## src/rtl/seq_ctrl_pkg.sv

```systemverilog
// Shared types and constants for the sequence-detector step scheduler.
package seq_ctrl_pkg;

  // Scheduler states: waiting, free-running on the period timer, single step.
  typedef enum logic [1:0] {
    IDLE = 2'd0,
    RUN  = 2'd1,
    STEP = 2'd2
  } state_e;

  // Shortest legal step period; keeps step_en pulses at least two cycles apart.
  localparam int unsigned DIV_MIN = 2;

  // Step period after reset: 20 M cycles of Sys_Clk0.
  localparam int unsigned DIV_DEFAULT_CYC = 20000000;

endpackage

```

## src/rtl/sync_debounce.sv

```systemverilog
// Two-flop synchroniser for a raw switch/button, with an optional debouncer.
// Build option SEQ_STEP_DEBOUNCE_EN: when defined, the synchronised level only
// propagates after DBNC_CYC consecutive identical samples.
module sync_debounce #(
  parameter int unsigned DBNC_CYC = 65536
) (
  input  logic clk,
  input  logic rst_n,
  input  logic d_i,
  output logic q_o
);

  logic s1_q, s2_q;

  // Metastability guard: two back-to-back flops.
  always_ff @(posedge clk) begin
    if (!rst_n) begin
      s1_q <= 1'b0;
      s2_q <= 1'b0;
    end else begin
      s1_q <= d_i;
      s2_q <= s1_q;
    end
  end

`ifdef SEQ_STEP_DEBOUNCE_EN
  localparam int unsigned CW = (DBNC_CYC > 1) ? $clog2(DBNC_CYC) : 1;

  logic [CW-1:0] cnt_q, cnt_d;
  logic          out_q, out_d;

  // Count consecutive samples that disagree with the output; flip on the last one.
  always_comb begin
    cnt_d = '0;
    out_d = out_q;
    if (s2_q != out_q) begin
      if (cnt_q == CW'(DBNC_CYC - 1)) begin
        out_d = s2_q;
      end else begin
        cnt_d = cnt_q + CW'(1);
      end
    end
  end

  // Debounce counter and filtered output.
  always_ff @(posedge clk) begin
    if (!rst_n) begin
      cnt_q <= '0;
      out_q <= 1'b0;
    end else begin
      cnt_q <= cnt_d;
      out_q <= out_d;
    end
  end

  assign q_o = out_q;
`else
  // Debounce length only matters when the filter is built in.
  if (DBNC_CYC == 0) begin : g_dbnc_unused
  end

  assign q_o = s2_q;
`endif

endmodule

```

## src/rtl/seq_step_ctrl.sv

```systemverilog
// Step scheduler for the 0011 sequence detector: free-run or single-step with a
// programmable period, input synchronisation, detection counting and blink LED.
// Build option SEQ_STEP_DEBOUNCE_EN adds debouncing on run_sw and step_btn.
//
// state | meaning
// IDLE  | no stepping; waits for run switch or a button press
// RUN   | free-running; one step every period_q cycles
// STEP  | issues one step, then back to IDLE
module seq_step_ctrl
  import seq_ctrl_pkg::*;
#(
  parameter int unsigned DIV_W       = 27,
  parameter int unsigned DIV_DEFAULT = DIV_DEFAULT_CYC,
  parameter int unsigned CNT_W       = 8,
  parameter int unsigned DBNC_CYC    = 65536
) (
  input  logic             clk,
  input  logic             rst_n,
  input  logic             run_sw,
  input  logic             step_btn,
  input  logic             x_in,
  input  logic             div_load,
  input  logic [DIV_W-1:0] div_val,
  input  logic             det_n,
  output logic             step_en,
  output logic             x_out,
  output logic [CNT_W-1:0] det_cnt,
  output logic             det_pulse,
  output logic             blinkled
);

  logic run_s, btn_s, btn_rise;
  logic x_s1_q, x_s2_q, btn_prev_q;

  state_e           state_q, state_d;
  logic [DIV_W-1:0] div_cnt_q, div_cnt_d;
  logic [DIV_W-1:0] period_q, period_d;
  logic             step_en_q, step_en_d;
  logic             x_out_q, x_out_d;
  logic             blink_q, blink_d;
  logic             samp_q, samp_d;
  logic [CNT_W-1:0] det_cnt_q, det_cnt_d;
  logic             det_pulse_q, det_pulse_d;
  logic             issue;

  sync_debounce #(.DBNC_CYC(DBNC_CYC)) u_run_sync (
    .clk   (clk),
    .rst_n (rst_n),
    .d_i   (run_sw),
    .q_o   (run_s)
  );

  sync_debounce #(.DBNC_CYC(DBNC_CYC)) u_btn_sync (
    .clk   (clk),
    .rst_n (rst_n),
    .d_i   (step_btn),
    .q_o   (btn_s)
  );

  // Data bit synchroniser (never debounced) and button edge history.
  always_ff @(posedge clk) begin
    if (!rst_n) begin
      x_s1_q     <= 1'b0;
      x_s2_q     <= 1'b0;
      btn_prev_q <= 1'b0;
    end else begin
      x_s1_q     <= x_in;
      x_s2_q     <= x_s1_q;
      btn_prev_q <= btn_s;
    end
  end

  assign btn_rise = btn_s & ~btn_prev_q;

  // Next state, period timer, step issue and detection bookkeeping.
  always_comb begin
    state_d   = state_q;
    div_cnt_d = div_cnt_q;
    period_d  = period_q;
    issue     = 1'b0;

    unique case (state_q)
      IDLE: begin
        div_cnt_d = '0;
        if (run_s) begin
          state_d = RUN;
        end else if (btn_rise) begin
          state_d = STEP;
        end
      end
      RUN: begin
        if (!run_s) begin
          state_d   = IDLE;
          div_cnt_d = '0;
        end else if (div_load) begin
          div_cnt_d = '0;
        end else if (div_cnt_q == period_q - DIV_W'(1)) begin
          issue     = 1'b1;
          div_cnt_d = '0;
        end else begin
          div_cnt_d = div_cnt_q + DIV_W'(1);
        end
      end
      STEP: begin
        state_d   = IDLE;
        div_cnt_d = '0;
        issue     = ~div_load;
      end
      default: begin
        state_d   = IDLE;
        div_cnt_d = '0;
      end
    endcase

    // A period write restarts the timer; the new period counts from the next cycle.
    if (div_load) begin
      period_d  = (div_val < DIV_W'(DIV_MIN)) ? DIV_W'(DIV_MIN) : div_val;
      div_cnt_d = '0;
    end

    step_en_d = issue;
    x_out_d   = issue ? x_s2_q : x_out_q;
    blink_d   = blink_q ^ issue;

    // det_n is meaningful one cycle after the detector consumed the step.
    samp_d      = step_en_q;
    det_pulse_d = samp_q & ~det_n;
    det_cnt_d   = det_cnt_q;
    if (det_pulse_d && (det_cnt_q != '1)) begin
      det_cnt_d = det_cnt_q + CNT_W'(1);
    end
  end

  // State register and all output registers.
  always_ff @(posedge clk) begin
    if (!rst_n) begin
      state_q     <= IDLE;
      div_cnt_q   <= '0;
      period_q    <= DIV_W'(DIV_DEFAULT);
      step_en_q   <= 1'b0;
      x_out_q     <= 1'b0;
      blink_q     <= 1'b0;
      samp_q      <= 1'b0;
      det_cnt_q   <= '0;
      det_pulse_q <= 1'b0;
    end else begin
      state_q     <= state_d;
      div_cnt_q   <= div_cnt_d;
      period_q    <= period_d;
      step_en_q   <= step_en_d;
      x_out_q     <= x_out_d;
      blink_q     <= blink_d;
      samp_q      <= samp_d;
      det_cnt_q   <= det_cnt_d;
      det_pulse_q <= det_pulse_d;
    end
  end

  assign step_en   = step_en_q;
  assign x_out     = x_out_q;
  assign det_cnt   = det_cnt_q;
  assign det_pulse = det_pulse_q;
  assign blinkled  = blink_q;

endmodule

```

## config.mk

```make
export PLATFORM = sky130hd
export DESIGN_NAME = seq_step_ctrl
export DESIGN_NICKNAME = d
export VERILOG_FILES = /design/src/rtl/seq_ctrl_pkg.sv /design/src/rtl/sync_debounce.sv /design/src/rtl/seq_step_ctrl.sv
export SDC_FILE = /design/constraint.sdc
export NUM_CORES = 1
export LEC_CHECK = 0
export CORE_ASPECT_RATIO = 0.8
export CORE_MARGIN = 4
export CORE_UTILIZATION = 51
export DETAILED_ROUTE_END_ITERATION = 10
export GPL_ROUTABILITY_DRIVEN = 1
export GPL_TIMING_DRIVEN = 0
export PLACE_DENSITY = 0.76
export SLEW_MARGIN = 20
export SYNTH_ARGS = -nofsm -noshare
export SYNTH_HDL_FRONTEND = slang
export SYNTH_HIERARCHICAL = 1
export SYNTH_SLANG_ARGS = --single-unit
export TNS_END_PERCENT = 1
```

## constraint.sdc

```tcl
create_clock -name clk -period 2.71 [get_ports clk]
set_input_delay 0.542 -clock clk [delete_from_list [all_inputs] [get_ports clk]]
set_output_delay 0.542 -clock clk [all_outputs]
set_load 0.02 [all_outputs]
```

# Word level (Yosys, flattened, before mapping)
# Index checks and enable logic that the tools add are counted.
[classes] n_addsub=3 multipliers=0 div=0 n_lt_le_gt_ge=1 eq_ne=6 shift=0 muxes=9 bitwise_logic=9 reduce_logical=4
[op_table] cell="adder 27 x 1 -> 27 bit (second input constant)" count=1
[op_table] cell="equality test 27 bit" count=1
[op_table] cell="< comparator 27 x 2 -> 1 bit (second input constant)" count=1
[op_table] cell="2-to-1 mux 27 bit" count=1
[op_table] cell="subtractor 27 x 1 -> 27 bit (second input constant)" count=1
[op_table] cell="adder 8 x 1 -> 8 bit (second input constant)" count=1
[op_table] cell="inequality test 8 bit (second input constant)" count=1
[op_table] cell="2-to-1 mux 2 bit" count=3
[op_table] cell="inverter 1 bit" count=6
[op_table] cell="OR reduction 5 bit" count=1
[op_table] cell="case mux 2 bit (2 select lines)" count=1
[op_table] cell="2-to-1 mux 1 bit" count=3
[op_table] cell="inequality test 3 x 2 -> 1 bit (second input constant)" count=1
[op_table] cell="AND 1 bit" count=2
[op_table] cell="equality test 2 x 1 -> 1 bit (second input constant)" count=1
[op_table] cell="equality test 2 bit (second input constant)" count=1
[op_table] cell="logical NOT 2 bit" count=1
[op_table] cell="inequality test 2 bit (second input constant)" count=1
[op_table] cell="case mux 1 bit (2 select lines)" count=1
[op_table] cell="AND reduction 2 bit" count=1
[op_table] cell="logical AND 1 bit" count=1
[op_table] cell="XOR 1 bit" count=1
[word_totals] regBits=76 latchBits=0 ramBits=0 mem_bits_ro=0 input_bits=34 output_inout_bits=12 wordCells=48 memories=0

# Logic depth before layout (Yosys ltp)
# Gate-level depths: netlist (run 1).
[depth] word_depth=7 ltp_mapped=13 ltp_nobuf=10

# Cells and area by module
# Netlist (run 1), hierarchy kept.
[by_module_without_submodules] module="seq_step_ctrl" n_inst=1 cells_each=462 area_each_um2=4046.4 seq_area_each_um2=1441.4
[by_module_without_submodules] module="sync_debounce" n_inst=2 cells_each=4 area_each_um2=52.6 seq_area_each_um2=40.0

# Least setup slack after synthesis (run 1)
# Ideal clock, no wire load.
[synth_path] path_kind="register to register" startpoint="register period_q[0]" endpoint="register blink_q, in the netlist blinkled" setup_ns=0.072 t_arrival_ns=2.806 t_required_ns=2.638 setup_slack_ns=-0.168 path_stages_with_launch=12 path_buffers=1 period_less_slack_ns=2.878 cell_sequence="dfxtp_1 -> inv_1 -> ha_1 -> buf_1 -> or3b_2 -> or3_1 -> a21oi_1 -> o22ai_1 -> nor3_1 -> nand4_4 -> o41ai_4 -> mux2i_1"
[synth_between] elab_chain_len=7
[synth_rtl] element="start, declared" line_no="seq_step_ctrl.sv:37" source="logic [DIV_W-1:0] period_q, period_d;"
[synth_rtl] element="start signal, assigned" line_no="seq_step_ctrl.sv:139" source="period_q <= DIV_W'(DIV_DEFAULT);"
[synth_rtl] element="start signal, assigned" line_no="seq_step_ctrl.sv:149" source="period_q <= period_d;"
[synth_rtl] element="subtractor 27 x 1 -> 27 bit" line_no="seq_step_ctrl.sv:97" source="end else if (div_cnt_q == period_q - DIV_W'(1)) begin"
[synth_rtl] element="equality test 27 bit" line_no="seq_step_ctrl.sv:97"
[synth_rtl] element="2-to-1 mux 1 bit" line_no="seq_step_ctrl.sv:97"
[synth_rtl] element="2-to-1 mux 1 bit" line_no="seq_step_ctrl.sv:95" source="end else if (div_load) begin"
[synth_rtl] element="2-to-1 mux 1 bit" line_no="seq_step_ctrl.sv:92" source="if (!run_s) begin"
[synth_rtl] element="case mux 1 bit (2 select lines)" line_no="seq_step_ctrl.sv:82" source="unique case (state_q)"
[synth_rtl] element="XOR 1 bit" line_no="seq_step_ctrl.sv:123" source="blink_d = blink_q ^ issue;"
[synth_rtl] element="end signal, assigned" line_no="seq_step_ctrl.sv:152" source="blink_q <= blink_d;"
[synth_rtl] element="end, declared" line_no="seq_step_ctrl.sv:40" source="logic blink_q, blink_d;"
# No other way between the ends.
# A chain may end at the register's enable or synchronous reset.

# Worst setup path after layout (run 1)
[layout_path] startpoint="register period_q[9]" endpoint="register blink_q, in the netlist blinkled"
# The elaborated chain is that of the path after synthesis.

==> results of run 1 <==
## layout by cell type (no fill, tap or decap), types with 8 or more instances in the layout
cell             count
xor2_1              25
nor2_1              48
and2_1              20
nor3_1               8
inv_1               14
nor4_1              12
o21ai_0              8
nor2b_1             21
nand2_1             30
nand3_1             19
and3_1               8
clkbuf_1            12
xnor2_1             40
nand4_1             11
clkbuf_8            12
buf_4               15
mux2i_1             27
clkdlybuf4s50_1     44
dfxtp_1             67
## worst max-delay path, stage by stage (launching register included)
cell and delay, ns:
dfxtp_4 0.36, or4_4 0.56, nand4bb_1 0.23, buf_6 0.17, nor2_4 0.10, o311ai_2 0.12, a311oi_2 0.34, a2bb2o_4 0.28
o41ai_4 0.40, mux2i_1 0.22
## sequential cells by signal, indices dropped and copies added, names as in the netlist
signal	flops
blinkled	1
btn_prev_q	1
det_cnt	8
det_pulse	1
div_cnt_q	27
period_q	27
samp_q	1
state_q	2
step_en	1
u_btn_sync/q_o	1
u_btn_sync/s1_q	1
u_run_sync/q_o	1
u_run_sync/s1_q	1
x_out	1
x_s1_q	1
x_s2_q	1
## timing repair
item                                    in CTS  in global routing
setup buffers                               11                  3
gates resized for setup                     30                 19
endpoints found under the setup margin      30                 30
pin swaps                                   25                 11
hold buffers                                 0                  0
## cells by family after synthesis
group                    after synthesis  synth area share
AND/OR/NAND/NOR                      210             0.276
multiplexers                          27            0.0651
XOR/XNOR                              65             0.137
buffers and inverters                 38            0.0437
AO/OA/AOI/OAI                         48            0.0937
adder cells (fa/ha/maj)                6            0.0181
flip-flops                            76             0.366
## cells in the mapped netlist, types with 2 or more instances
library cell  instances
and4_1                2
nor2_1               50
a21oi_1               3
o22ai_1               3
nor2b_1              21
dfxtp_1              76
o21bai_1              2
nand3b_1              2
xor2_1               25
mux2i_1              27
inv_1                15
or3_1                 4
clkbuf_1             12
and2_1               20
or4_4                 2
and3_1                8
ha_1                  6
o21a_1                2
nand2_1              31
a211oi_1              3
o211ai_1              2
nor3_1               11
nand4_1              11
buf_2                 4
xnor2_1              40
nor4b_1               2
o21ai_0               9
nand3_1              19
a31oi_1               5
a21boi_0              3
buf_6                 4
buf_1                 2
nor4_1               15
## layer usage
layer,GRT usage,vias up,share of wire
met4,0.0849,0,0.019
met1,0.281,1721,0.46
met3,0.0547,25,0.056
met2,0.370,113,0.46
met5,0,-,0
li1,-,1753,-
## area by class of cell
cell class	count	area [um2]	area share
buffer	20	124	0.0237
clock buffer	12	165	0.0316
clock inverter	4	55.1	0.0105
inverter	15	56.3	0.0108
multi-input combinational	356	2600	0.498
sequential	76	1540	0.295
tap	108	135	0.0259
timing repair buffer	58	546	0.104
## path summary, 6_finish.rpt
| kind | from | endpoint | slack (ns) | cells after the start |
|---|---|---|---|---|
| min reg2reg | x_s1_q$_SDFF_PN0_ | x_s2_q$_SDFF_PN0_ | 0.44 | 1 |
| min | x_s1_q$_SDFF_PN0_ | x_s2_q$_SDFF_PN0_ | 0.44 | 1 |
| max | period_q[9]$_SDFFE_PN0P_ | blinkled$_SDFF_PN0_ | -0.14 | 9 |
| max reg2reg | period_q[9]$_SDFFE_PN0P_ | blinkled$_SDFF_PN0_ | -0.14 | 9 |
## metrics by stage
| step | cells | hold WS (ns) | total power [mW] | worst slack (ns) |
|---|---|---|---|---|
| after floorplan | 470 | 0.412 | 1.38 | -0.0175 |
| after CTS | 646 | 0.442 | 2.44 | -0.141 |
| after global routing | 649 | 0.456 | 2.53 | -0.213 |
| after detailed placement | 622 | 0.423 | 1.48 | -0.552 |
| final | 649 | 0.439 | 2.44 | -0.135 |
| after global placement | 622 | 0.415 | 1.47 | -0.514 |
## power groups by stage
stage	clock [mW]	combinational, mW	sequential (mW)
2_1_floorplan	0	0.180	1.20
3_3_place_gp	0	0.263	1.21
3_5_place_dp	0	0.272	1.21
4_1_cts	0.959	0.292	1.19
5_1_grt	1.00	0.340	1.19
6_report	0.939	0.312	1.19
==> run metrics, run 1 <==
status finished with violations; failing checks setup timing; internal power of the cells about 1.8 mW; Syn Inst Count 470; most common flop cell mapped by yosys dfxtp_1; count of cell types in the netlist 62; Initial Util 0.525; top cell type by total area after synthesis dfxtp_1; most area-consuming cells after synthesis dfxtp_1, xnor2_1, mux2i_1; Flop pwr share 0.487; Worst Skew about 0.0065 ns; Antenna diodes 0; Ys Warns 6; startpoint class of the critical path flop; Placer Congestion between 0.9 and 1; Worst-path clk slew about 0.08 ns; CTS Buf Count 9; CP max FO 6; Via density around 5.6; port bufs 44; DR WL/cell 16.1 um; total negative slack -2.19 ns; initial antenna violation count 0; total congestion overflow 0; gr usage total 0.223; DRT Pass-1 Iters 5; Fmax around 0.35 GHz; fillcell total 672; first-pass GRT wire length around 17000 um; Final Util 0.660; layout cells sized above 1 0.152; setup ws final -0.135 ns; synthesis-stage register bit count 76; Mapped Avg Cell Area just under 9 um2; Die W 109 um; Post-synth EDFFs 0; Maximum Capacitance Violations 0; switching power roughly 0.63 mW; Worst Tran Pin Value 0.738 ns; Clock power frac 0.385; largest net degree at the start of global routing 14; Hold Crit Class reg -> reg; unrepaired setup endpoints after global routing yes; Die Y-Extent 88.7 um; register area share after synthesis 0.366; Longest Clk Path Bufs 2; kind of critical path reg -> reg; Leakage Power between 1.5 and 2 nW; DRT antenna net count 0; Syn Nets 510; P per Cell Area about 470 nW/um2; Ports 46; worst path required time ~3.0 ns; Sw Ratio 0.257; Routed WL roughly 10000 um; CTS tree done; Placement Cell Area 4730 um2; CORE AREA 7910 um2; # nets final about 580; Clk Latency, worst-skew pair 0.36 ns; worst endpoint data arrival time approximately 3.1 ns; top cell type's share of synthesized area 0.366; CP Capture Type flop; drt initial violations 213; routed vias between 3000 and 4000; CTS H-tree lvls 3; Hold Fails Final Rpt 0; Clk Tree Root Cell clkbuf_8; Site Rows 29; hpwl dp 7520 um; fin crit period 2.85 ns; final period utilization 1.05; fin area ~5200 um2; Remaining DRCs 0; vias in the first global route approximately 3600; Peak VDD IR between 0.3 and 0.4 mV; Netlist Area Pre-Place approximately 4200 um2; Post-synth ARST share 0; Combinational Power Share 0.128; synth-to-layout area growth 25.8%; Sink Count 76; Die Area between 9000 and 10000 um2; setup violators final 30; max-slew violations 0; Slew HR 0.508
Note: power is estimated with default switching activity, not from simulation.
==> run 2: changes to the inputs <==
- CORE_ASPECT_RATIO: 0.8 -> 1.4
==> run metrics, run 2 (synthesis results as in run 1) <==
CTS Buf Count 9; Slew HR 0.515; total congestion overflow 0; Placer Congestion slightly above 0.9; Hold Crit Class reg -> reg; CORE AREA 7850 um2; setup violators final 30; Worst Skew 0.00815 ns; routed vias 3591; Sink Count 76; Clk Tree Root Cell clkbuf_8; worst path required time roughly 3.0 ns; DR WL/cell about 16 um; beginning of the critical path period_q[10]$_SDFFE_PN1P_; Longest Clk Path Bufs 2; unrepaired setup endpoints after global routing yes; most frequent cells in the layout dfxtp_1, nor2_1, clkdlybuf4s50_1; CTS H-tree lvls 3; hpwl dp roughly 7300 um; drt initial violations approximately 230; DP Cell Count 614; fillcell total between 600 and 700; pre-CTS WS -0.625 ns; footprint of the multi-input gates 2590 um2; Leakage Power approximately 1.9 nW; grt met2 use 0.407; max-slew violations 0; grt met3 use 0.0416; vias in the first global route about 3700; Placement Cell Area between 4000 and 5000 um2; DRT antenna net count 0; port bufs 44; failing checks setup timing; Peak VDD IR 0.373 mV; Remaining DRCs 0; Reg2Reg Depth 8; Worst Tran Pin Value just over 0.7 ns; CP max FO 5; fin crit period 2.80 ns; Fmax approximately 0.36 GHz; Routed WL 10300 um; M1 GR Usage 0.237; CTS tree done; synth-to-layout area growth 25.9%; final period utilization 1.03; Clk Latency, worst-skew pair between 0.3 and 0.4 ns; Via density 5.57; gr usage total 0.221; Ports 46; Site Rows 38; Flop pwr share 0.503; Sw Ratio 0.256; fin area about 5200 um2; crit path to blinkled$_SDFF_PN0_; largest net degree at the start of global routing 13; RR Startpoint period_q[10]$_SDFFE_PN1P_; internal power of the cells 1.76 mW; first-pass GRT wire length roughly 17000 um; CP Capture Type flop; sequential cell area roughly 1600 um2; worst endpoint data arrival time roughly 3 ns; Clock power frac 0.361; layout cells sized above 1 0.156; switching power 0.605 mW; CP Cell Sequence or4_4, nand4bb_4, nor2_2, o311ai_1, a311oi_2, a2bb2o_4, o41ai_4, mux2i_1; Initial Util 0.529; startpoint class of the critical path flop; kind of critical path reg -> reg; Tot Pwr around 2.4 mW; Hold Fails Final Rpt 0; non-filler instance count after layout roughly 650; Combinational Power Share 0.136; P per Cell Area approximately 450 nW/um2; Maximum Capacitance Violations 0; Antenna diodes 0; cell with the largest stage delay on the worst path or4_4; Die W roughly 84 um; Die Area between 9000 and 10000 um2; # nets final around 580; setup ws final -0.0894 ns; r2r setup slk -0.09 ns; most used routing layer met2; status finished with violations; r2r endpoint blinkled$_SDFF_PN0_; initial antenna violation count 0; CP peak stage delay ~0.54 ns; DRT Pass-1 Iters 4; commonest non-fill, non-tap cell in the layout dfxtp_1; Die Y-Extent between 100 and 150 um; Worst-path clk slew roughly 0.07 ns
[run 2: cell types whose count changed in the layout (fill, tap and decap cells not counted), sizes merged]
cell    change
inv         -1
clkbuf      -2
clkinv      +1
buf         +6
[run 2: how the worst min path moves through the flow]
stage,from,to,slack (ns),cells past startpoint
6_report,u_run_sync/s1_q$_SDFF_PN0_,u_run_sync/q_o$_SDFF_PN0_,0.44,1
5_1_grt,u_run_sync/s1_q$_SDFF_PN0_,u_run_sync/q_o$_SDFF_PN0_,0.48,1
4_1_cts,u_run_sync/s1_q$_SDFF_PN0_,u_run_sync/q_o$_SDFF_PN0_,0.44,1
3_5_place_dp,u_run_sync/s1_q$_SDFF_PN0_,u_run_sync/q_o$_SDFF_PN0_,0.42,1
3_3_place_gp,u_run_sync/s1_q$_SDFF_PN0_,u_run_sync/q_o$_SDFF_PN0_,0.42,1
2_1_floorplan,u_btn_sync/s1_q$_SDFF_PN0_,u_btn_sync/q_o$_SDFF_PN0_,0.41,1
[run 2: layer usage]
metal  share of wire  wire, um
met5               0         0
met4           0.032       334
met3           0.043       438
met2            0.52      5390
met1            0.40      4130
[run 2: stage by stage]
stage | util | hold slack, ns | setup TNS (ns)
after CTS | 0.651 | 0.443 | -0.753
final | 0.667 | 0.438 | -1.83
after global placement | 0.602 | 0.416 | -13.77
after floorplan | - | 0.412 | -0.326
after detailed placement | 0.602 | 0.421 | -15.56
after global routing | 0.667 | 0.478 | -5.06
[run 2: power groups by stage]
stage	clock network (mW)	logic, mW	registers, mW
6_report	0.854	0.321	1.19
2_1_floorplan	0	0.180	1.20
4_1_cts	0.870	0.292	1.19
5_1_grt	0.932	0.349	1.19
3_3_place_gp	0	0.263	1.21
3_5_place_dp	0	0.270	1.21
[run 2: what timing repair did]
| item | 4_1_cts | 5_1_grt |
|---|---|---|
| setup buffers | 14 | 8 |
| endpoints found under the setup margin | 30 | 30 |
| hold buffers | 0 | 0 |
| pin swaps | 34 | 14 |
| resized for setup | 33 | 19 |
[run 2: critical path: cells and delay by family (launching register included)]
kind | cells | cell delay [ns]
AO/OA/AOI/OAI | 4 | 1.17
flip-flops | 1 | 0.34
AND/OR/NAND/NOR | 3 | 1.01
multiplexers | 1 | 0.22
[run 2: area by class of cell]
class	count	share of cell area
Clock inverter	4	0.00981
Clock buffer	10	0.0263
Tap cell	100	0.0239
Multi-Input combinational cell	356	0.495
Sequential cell	76	0.297
Buffer	19	0.0215
Inverter	15	0.0108
Timing Repair Buffer	65	0.116
